`src/rtl/feeder_pkg.sv`:
```
// rtl/feeder_pkg.sv - shared types and widths for the segment feeder slice
package feeder_pkg;

  localparam int COORD_W = 8;

  typedef struct packed {
    logic [COORD_W-1:0] x;
    logic [COORD_W-1:0] y;
    logic [COORD_W-1:0] z;
    logic               start;
  } point_t;

  typedef enum logic [1:0] {
    IDLE,
    HAVE_PREV,
    FULL
  } state_t;

endpackage

```
`src/rtl/point_fifo.sv`:
```
// rtl/point_fifo.sv - small waypoint FIFO with synchronous clear
module point_fifo #(
  parameter int DEPTH = 4,
  parameter int WIDTH = 25
) (
  input  logic             clk_i,
  input  logic             rst_ni,
  input  logic             clr_i,
  input  logic             push_i,
  input  logic             pop_i,
  input  logic [WIDTH-1:0] wdata_i,
  output logic [WIDTH-1:0] rdata_o,
  output logic             empty_o,
  output logic             full_o
);

  localparam int AW = $clog2(DEPTH);
  localparam logic [AW:0] DEPTH_C = (AW + 1)'(DEPTH);

  logic [WIDTH-1:0] mem_q [DEPTH];
  logic [AW-1:0]    wr_ptr_q, rd_ptr_q;
  logic [AW:0]      cnt_q, cnt_d;
  logic             do_push, do_pop;

  assign empty_o = (cnt_q == '0);
  assign full_o  = (cnt_q == DEPTH_C);
  assign do_push = push_i & ~full_o;
  assign do_pop  = pop_i & ~empty_o;
  assign rdata_o = mem_q[rd_ptr_q];

  always_comb begin
    cnt_d = cnt_q;
    case ({do_push, do_pop})
      2'b10:   cnt_d = cnt_q + 1'b1;
      2'b01:   cnt_d = cnt_q - 1'b1;
      default: cnt_d = cnt_q;
    endcase
  end

  always_ff @(posedge clk_i or negedge rst_ni) begin
    if (!rst_ni) begin
      wr_ptr_q <= '0;
      rd_ptr_q <= '0;
      cnt_q    <= '0;
    end else if (clr_i) begin
      wr_ptr_q <= '0;
      rd_ptr_q <= '0;
      cnt_q    <= '0;
    end else begin
      if (do_push) wr_ptr_q <= wr_ptr_q + 1'b1;
      if (do_pop)  rd_ptr_q <= rd_ptr_q + 1'b1;
      cnt_q <= cnt_d;
    end
  end

  // Storage needs no reset; occupancy alone decides what is valid.
  always_ff @(posedge clk_i) begin
    if (do_push && !clr_i) mem_q[wr_ptr_q] <= wdata_i;
  end

endmodule

```
`src/rtl/segment_feeder.sv`:
```
// rtl/segment_feeder.sv - turns buffered polyline waypoints into numbered segment pulses
module segment_feeder
  import feeder_pkg::*;
#(
  parameter int COORD_W    = feeder_pkg::COORD_W,
  parameter int FIFO_DEPTH = 4,
  parameter int MAX_SEGS   = 61
) (
  input  logic               clk,
  input  logic               reset,
  input  logic               pt_val,
  output logic               pt_rdy,
  input  logic [COORD_W-1:0] pt_x,
  input  logic [COORD_W-1:0] pt_y,
  input  logic [COORD_W-1:0] pt_z,
  input  logic               pt_start,
  input  logic               flush,
  output logic               seg_val,
  output logic [COORD_W-1:0] x1,
  output logic [COORD_W-1:0] y1,
  output logic [COORD_W-1:0] z1,
  output logic [COORD_W-1:0] x2,
  output logic [COORD_W-1:0] y2,
  output logic [COORD_W-1:0] z2,
  output logic [7:0]         seg_num,
  output logic               full,
  output logic [7:0]         skipped
);

  localparam int          PW    = 3 * COORD_W + 1;
  localparam logic [7:0]  MAX_C = 8'(MAX_SEGS);

  logic [PW-1:0]      wdata, rdata;
  logic               fifo_empty, fifo_full, push, pop;
  logic [COORD_W-1:0] pop_x, pop_y, pop_z;
  logic               pop_start;

  state_t             state_q;
  logic [COORD_W-1:0] prev_x_q, prev_y_q, prev_z_q;
  logic [COORD_W-1:0] x1_q, y1_q, z1_q, x2_q, y2_q, z2_q;
  logic [7:0]         count_q, seg_num_q, skipped_q;
  logic               seg_val_q, full_q;

  assign pt_rdy = ~fifo_full;
  assign push   = pt_val & pt_rdy & ~flush;
  assign pop    = ~fifo_empty & (state_q != FULL) & ~flush;
  assign wdata  = {pt_start, pt_z, pt_y, pt_x};
  assign {pop_start, pop_z, pop_y, pop_x} = rdata;

  point_fifo #(
    .DEPTH(FIFO_DEPTH),
    .WIDTH(PW)
  ) u_fifo (
    .clk_i  (clk),
    .rst_ni (reset),
    .clr_i  (flush),
    .push_i (push),
    .pop_i  (pop),
    .wdata_i(wdata),
    .rdata_o(rdata),
    .empty_o(fifo_empty),
    .full_o (fifo_full)
  );

  always_ff @(posedge clk or negedge reset) begin
    if (!reset) begin
      state_q   <= IDLE;
      prev_x_q  <= '0;
      prev_y_q  <= '0;
      prev_z_q  <= '0;
      x1_q      <= '0;
      y1_q      <= '0;
      z1_q      <= '0;
      x2_q      <= '0;
      y2_q      <= '0;
      z2_q      <= '0;
      count_q   <= '0;
      seg_num_q <= '0;
      skipped_q <= '0;
      seg_val_q <= 1'b0;
      full_q    <= 1'b0;
    end else if (flush) begin
      state_q   <= IDLE;
      count_q   <= '0;
      skipped_q <= '0;
      full_q    <= 1'b0;
      seg_val_q <= 1'b0;
    end else begin
      seg_val_q <= 1'b0;
      if (pop) begin
        if (state_q == IDLE || pop_start) begin
          {prev_x_q, prev_y_q, prev_z_q} <= {pop_x, pop_y, pop_z};
          state_q <= HAVE_PREV;
        end else if (pop_z != prev_z_q) begin
          // Travel move: re-anchor on the new layer without drawing.
          {prev_x_q, prev_y_q, prev_z_q} <= {pop_x, pop_y, pop_z};
          if (skipped_q != 8'hFF) skipped_q <= skipped_q + 8'd1;
        end else if (!(pop_x == prev_x_q && pop_y == prev_y_q)) begin
          {x1_q, y1_q, z1_q} <= {prev_x_q, prev_y_q, prev_z_q};
          {x2_q, y2_q, z2_q} <= {pop_x, pop_y, pop_z};
          seg_val_q <= 1'b1;
          seg_num_q <= count_q + 8'd1;
          count_q   <= count_q + 8'd1;
          {prev_x_q, prev_y_q, prev_z_q} <= {pop_x, pop_y, pop_z};
          if (count_q + 8'd1 == MAX_C) begin
            state_q <= FULL;
            full_q  <= 1'b1;
          end
        end
      end
    end
  end

  assign seg_val = seg_val_q;
  assign x1      = x1_q;
  assign y1      = y1_q;
  assign z1      = z1_q;
  assign x2      = x2_q;
  assign y2      = y2_q;
  assign z2      = z2_q;
  assign seg_num = seg_num_q;
  assign full    = full_q;
  assign skipped = skipped_q;

endmodule

```
`config.mk`:
```
export PLATFORM = sky130hd
export DESIGN_NAME = segment_feeder
export DESIGN_NICKNAME = d
export VERILOG_FILES = /design/src/rtl/feeder_pkg.sv /design/src/rtl/point_fifo.sv /design/src/rtl/segment_feeder.sv
export SDC_FILE = /design/constraint.sdc
export NUM_CORES = 1
export LEC_CHECK = 0
export CORE_MARGIN = 2
export CORE_UTILIZATION = 55
export DETAILED_ROUTE_END_ITERATION = 8
export PLACE_DENSITY = 0.78
export SETUP_SLACK_MARGIN = 0.02
export SLEW_MARGIN = 40
export SYNTH_ARGS = -nofsm -noshare
export SYNTH_HDL_FRONTEND = slang
export SYNTH_SLANG_ARGS = --single-unit
```
`constraint.sdc`:
```
create_clock -name clk -period 6 [get_ports clk]
set_input_delay 1.2 -clock clk [delete_from_list [all_inputs] [get_ports clk]]
set_output_delay 1.2 -clock clk [all_outputs]
set_load 0.005 [all_outputs]
```
==> impl_metrics.env, run 1 <==
export IMPL_status="completed"
export IMPL_cpMostUsedCell="buf_4"
export IMPL_yosys_top_cells_count="107 x dfrtp_1, 100 x edfxtp_1, 79 x mux2_2, 31 x xnor2_1, 22 x mux4_2"
export IMPL_hold_viol=0
export IMPL_grtUsageMet2=0.369
export IMPL_drt_total_wl_um=16600
export IMPL_cts_tree="built"
export IMPL_drt_pass1_iterations=4
export IMPL_syn2layout_area_growth_pct=21.8
export IMPL_ys_warn_count=0
export IMPL_synth_largest_area_cell="edfxtp_1"
export IMPL_synth_top_area_share=0.354
export IMPL_avgSynthCellArea_um2=16.7
export IMPL_globalRouteOverflowTotal=0
export IMPL_placed_cells_incl_taps=782
export IMPL_p_per_area_nw_per_um2=391
export IMPL_dp_hpwl_um=10500
export IMPL_ioPinCount=96
export IMPL_cts_max_path_buffers=3
export IMPL_synthDistinctLibCells=43
export IMPL_setup_worst_path_start="u_fifo.rd_ptr_q[0]"
export IMPL_initial_utilization=0.561
export IMPL_max_freq_ghz=0.250
export IMPL_insertion_delay_ps=500
export IMPL_cts_buffers_inserted=22
export IMPL_grtUsageTotal=0.210
export IMPL_drcViolationCount=0
export IMPL_antenna_found_initial=0
export IMPL_finalPower_w=0.00404
export IMPL_synth_ff_type="dfrtp_1"
export IMPL_cts_sinks=207
export IMPL_core_area_um2=15100
export IMPL_slew_headroom=0.535
export IMPL_synth_most_common_cell="dfrtp_1"
export IMPL_ys_top_cells_by_area="edfxtp_1 35%, dfrtp_1 32%, mux2_2 10%"
export IMPL_clkSlewWorstSetupHoldPaths_ps=60
export IMPL_finalCritPeriodShare=0.668
export IMPL_largest_register_ffs=100
export IMPL_cpMaxStageDelayCell="dfrtp_4"
export IMPL_maxCapViolCount=0
export IMPL_drt_wirelength_per_cell_um=20.2
export IMPL_synth_seq_cells=207
export IMPL_end_kind="register"
export IMPL_viasPerCell=5.71
export IMPL_synthesis_nets=545
export IMPL_diodes=0
export IMPL_r2r_start="u_fifo.rd_ptr_q[0]"
export IMPL_path_class="register to register"
export IMPL_initialDrtViolationCount=342
export IMPL_fin_crit_ps=4010
export IMPL_worstPathMaxFanout=32
export IMPL_worstHoldStart="seg_num[0]"
export IMPL_syn_area_um2=8490
export IMPL_postCtsHoldBufs=0
export IMPL_num_vias=4690
export IMPL_rsz0062_at_grt="no"
export IMPL_grt_pass1_vias=4947
export IMPL_min_path_type="register to register"
export IMPL_synth_edf_count=100
export IMPL_ir_drop_mv=0.271
export IMPL_crit_required_ps=6380
export IMPL_ys_seq_area_frac=0.669
export IMPL_post_cts_buffers=0
export IMPL_cts_htree_levels=1
export IMPL_critPathMaxStageDelay_ps=780
export IMPL_ant_nets=0
export IMPL_num_nets_final=655
export IMPL_root_buffer="clkbuf_16"
export IMPL_rows=45
export IMPL_fin_skew_ps=16.4
export IMPL_io_buffers=95
export IMPL_final_instance_count_excl_fill=822
export IMPL_grt_busiest_layer="met2"
export IMPL_post_cts_resized=0
export IMPL_crit_chain="mux4_2, xnor2_1, nand4_1, or2_2, nor4_4, buf_4, buf_4, mux2_2"
export IMPL_async_flop_share=0.517
export IMPL_met3_usage=0.0305
export IMPL_slew_violations=0
export IMPL_setup_viol=0
export IMPL_fin_util=0.683
export IMPL_grt_pass1_wl_um=26700
export IMPL_critPathArrivalTime_ps=4380
export IMPL_cp_start_kind="register"
export IMPL_fin_setup_tns_ps=0
export IMPL_grt_max_degree=64
export IMPL_die_x_um=128
export IMPL_drive_above_1_share=0.252
export IMPL_finalWeightedCongestion=0.856
export IMPL_die_area_um2=16400
export IMPL_regMostFlops="u_fifo.mem_q"
export IMPL_die_h_um=128
export IMPL_worst_slew_pin_slew_ps=698
export IMPL_cellLeakagePower_nw=4.04
export IMPL_syn_inst=508
export IMPL_met1_usage=0.280
[power breakdown]
part	leakage (nW)	switching [W]	internal, W
clock	0.344	0.000520	0.000772
combinational	1.35	0.000395	0.000493
sequential	2.34	0.000202	0.00166
total	4.04	0.00112	0.00293
[critical path, delay by kind of cell, from the launching register on]
kind | cells | cell delay [ps]
AND/OR/NAND/NOR | 3 | 1150
multiplexers | 2 | 1030
flip-flops | 1 | 780
buffers and inverters | 2 | 720
XOR/XNOR | 1 | 190
[through the flow]
stage	worst slack [ps]	instance area (um^2)	hold slack [ps]
detailed placement	2020	9630	494
finish	1990	10300	502
CTS	1970	10300	508
global placement	1700	9620	489
global route	1780	10300	520
floorplan	2800	8490	486
[layout make-up]
class | count | area [um^2]
Inverter | 13 | 48.8
Sequential cell | 207 | 5690
Tap cell | 188 | 235
Fill cell | 1004 | 4800
Multi-Input combinational cell | 267 | 2630
Timing Repair Buffer | 107 | 1040
Clock inverter | 7 | 72.6
Clock buffer | 33 | 632
[layout by cell type, fill, tap and decap left out, types with 7 or more instances in the layout]
master           synthesis  routed
a21oi_1                 16      16
buf_4                    2      12
clkbuf_1                 5       7
clkbuf_16                0      22
clkdlybuf4s50_1          0      94
dfrtp_1                107     105
edfxtp_1               100     100
ha_1                     7       7
inv_1                   13      13
mux2_2                  79      79
mux4_2                  22      22
nand2_1                  7       7
nand3_1                  7       7
nand4_1                 12      12
nor2_1                  14      14
o21ai_0                  7       7
xnor2_1                 31      31
[worst paths after layout]
| kind | endpoint | slack, ps | depth (start not counted) |
|---|---|---|---|
| worst min register to register | seg_num[0] | 500 | 1 |
| worst min-delay path | seg_num[0] | 500 | 1 |
| max in group asynchronous | u_fifo.rd_ptr_q[0] | 4220 | 2 |
| worst max register to register | x1[0] | 1990 | 8 |
| worst max-delay path | x1[0] | 1990 | 8 |
| min in group asynchronous | x1[1] | 690 | 1 |
[cell families (layout without fill, tap and decap cells)]
kind of cell / Yosys count / in the layout / share of synthesized area
DFF: 207 / 207 / 0.669
AOI/OAI and AO/OA: 39 / 39 / 0.0305
buffers and inverters: 34 / 160 / 0.0231
and+or+nand+nor: 75 / 75 / 0.0494
adders and majority gates: 8 / 8 / 0.0127
muxes: 108 / 108 / 0.177
xor gates and xnor gates: 37 / 37 / 0.0382
[layer usage]
layer	wire [um]	up-vias
met5	0	-
met4	276	0
met3	707	22
met2	8730	120
met1	6900	2404
li1	-	2144
(Power assumes the default switching activity.)
==> run 2, diff against run 1 <==
Clock period 6 ns to 4.1 ns, I/O delays scaled along.
==> run 2 against run 1 <==
Net effect:
- core utilization about the same
- cell area about the same
- die area unchanged
- power up 44%
- register-to-register slack worse by 1600 ps
- sequential power up 44%
- count of clock-buffer cells in the layout down 5
- sequential cell count unchanged
==> impl_metrics.env, run 2 (synthesis results as in run 1) <==
export IMPL_cp_top_family="multiplexers"
export IMPL_die_h_um=128
export IMPL_largest_register_ffs=100
export IMPL_post_cts_buffers=0
export IMPL_slew_violations=0
export IMPL_max_freq_ghz=0.273
export IMPL_diodes=0
export IMPL_root_buffer="clkbuf_16"
export IMPL_viasPerCell=5.69
export IMPL_hold_viol=0
export IMPL_finalCritPeriodShare=0.895
export IMPL_initial_utilization=0.561
export IMPL_min_path_type="input pin to async pin"
export IMPL_dp_hpwl_um=10800
export IMPL_fill_cells=1006
export IMPL_setup_viol=0
export IMPL_io_buffers=95
export IMPL_syn2layout_area_growth_pct=21.9
export IMPL_drt_pass1_iterations=4
export IMPL_regMostFlops="u_fifo.mem_q"
export IMPL_drt_wirelength_per_cell_um=20.4
export IMPL_grt_pass1_wl_um=26800
export IMPL_worstPathMaxFanout=24
export IMPL_layout_common_cells="106 x dfrtp_1, 100 x edfxtp_1, 94 x clkdlybuf4s50_1, 79 x mux2_2, 31 x xnor2_1"
export IMPL_ioPinCount=96
export IMPL_fin_util=0.683
export IMPL_placed_cells_incl_taps=788
export IMPL_critPathArrivalTime_ps=4050
export IMPL_grtUsageTotal=0.213
export IMPL_cpMostUsedCell="buf_4"
export IMPL_fin_crit_ps=3670
export IMPL_drive_above_1_share=0.255
export IMPL_reg2reg_depth=8
export IMPL_grt_pass1_vias=4974
export IMPL_cp_num_cells=8
export IMPL_cpMaxStageDelayCell="dfrtp_2"
export IMPL_p_per_area_nw_per_um2=562
export IMPL_cts_buffers_inserted=22
export IMPL_critPathMaxStageDelay_ps=720
export IMPL_drt_total_wl_um=16900
export IMPL_final_instance_count_excl_fill=828
export IMPL_worstReg2RegEnd="prev_z_q[7]"
export IMPL_grt_max_degree=40
export IMPL_reg2reg_slack_ps=430
export IMPL_core_area_um2=15100
export IMPL_antenna_found_initial=0
export IMPL_status="completed"
export IMPL_rsz0062_at_grt="no"
export IMPL_r2r_start="u_fifo.rd_ptr_q[0]"
export IMPL_cts_tree="built"
export IMPL_die_x_um=128
export IMPL_cts_htree_levels=1
export IMPL_dr_wl_met2_um=8940
export IMPL_num_vias=4714
export IMPL_crit_required_ps=4480
export IMPL_fin_setup_tns_ps=0
export IMPL_end_kind="register"
export IMPL_rows=45
export IMPL_cp_start_kind="register"
export IMPL_path_class="register to register"
export IMPL_cts_sinks=207
export IMPL_ir_drop_mv=0.412
export IMPL_critPathBufInv=2
export IMPL_post_cts_resized=0
export IMPL_wl_met3_um=800
export IMPL_postCtsHoldBufs=0
export IMPL_insertion_delay_ps=500
export IMPL_maxCapViolCount=0
export IMPL_fin_skew_ps=13.3
export IMPL_ant_nets=0
export IMPL_globalRouteOverflowTotal=0
export IMPL_finalWeightedCongestion=0.790
export IMPL_crit_chain="buf_4, mux4_2, xnor2_1, nand4_1, or2_2, o31ai_4, buf_4, mux2_2"
export IMPL_slew_headroom=0.572
export IMPL_worst_slew_pin_slew_ps=639
export IMPL_die_area_um2=16400
export IMPL_initialDrtViolationCount=308
export IMPL_num_nets_final=661
export IMPL_top_layer_used="met4"
export IMPL_final_common_cell="dfrtp_1"
export IMPL_clkSlewWorstSetupHoldPaths_ps=60
export IMPL_cellLeakagePower_nw=4.05
export IMPL_cts_max_path_buffers=3
export IMPL_drcViolationCount=0
export IMPL_met1_length_um=6900
-- run 2: worst max path at each step --
| stage | to | start |
|---|---|---|
| detailed placement | prev_y_q[1] | u_fifo.rd_ptr_q[0] |
| finish | prev_z_q[7] | u_fifo.rd_ptr_q[0] |
| CTS | prev_z_q[7] | u_fifo.rd_ptr_q[0] |
| global route | prev_z_q[7] | u_fifo.rd_ptr_q[0] |
| global placement | z1[6] | u_fifo.rd_ptr_q[0] |
| floorplan | x2[5] | u_fifo.rd_ptr_q[0] |
-- run 2: where the power goes --
group	switching (W)	internal, W	leakage, nW	total (W)
Sequential	0.000237	0.00243	2.34	0.00267
Clock	0.000771	0.00101	0.323	0.00178
Combinational	0.000627	0.000738	1.39	0.00137
Total	0.00164	0.00418	4.05	0.00581
-- run 2: metal layers --
metal / vias up / GRT usage
met5: - / 0
met4: 0 / 0.0504
met3: 23 / 0.0351
met2: 125 / 0.382
met1: 2420 / 0.274
li1: 2146 / -
-- run 2: metrics by stage --
step / hold slack, ps / instance area, um^2 / setup slack (ps) / total power (W)
after floorplan: 486 / 8490 / 896 / 0.00366
after global placement: 482 / 9680 / 505 / 0.00401
after detailed placement: 495 / 9700 / 427 / 0.00407
after CTS: 271 / 10300 / 362 / 0.00587
after global routing: 284 / 10300 / 235 / 0.00609
final: 267 / 10300 / 431 / 0.00581
-- run 2: layout make-up --
class,count,area [um^2],share of cell area
inverter,13,48.8,0.00471
timing repair buffer,113,1110,0.107
multi-input combinational,267,2620,0.254
tap,188,235,0.0227
clock buffer,28,583,0.0563
clock inverter,12,68.8,0.00665
sequential,207,5680,0.549
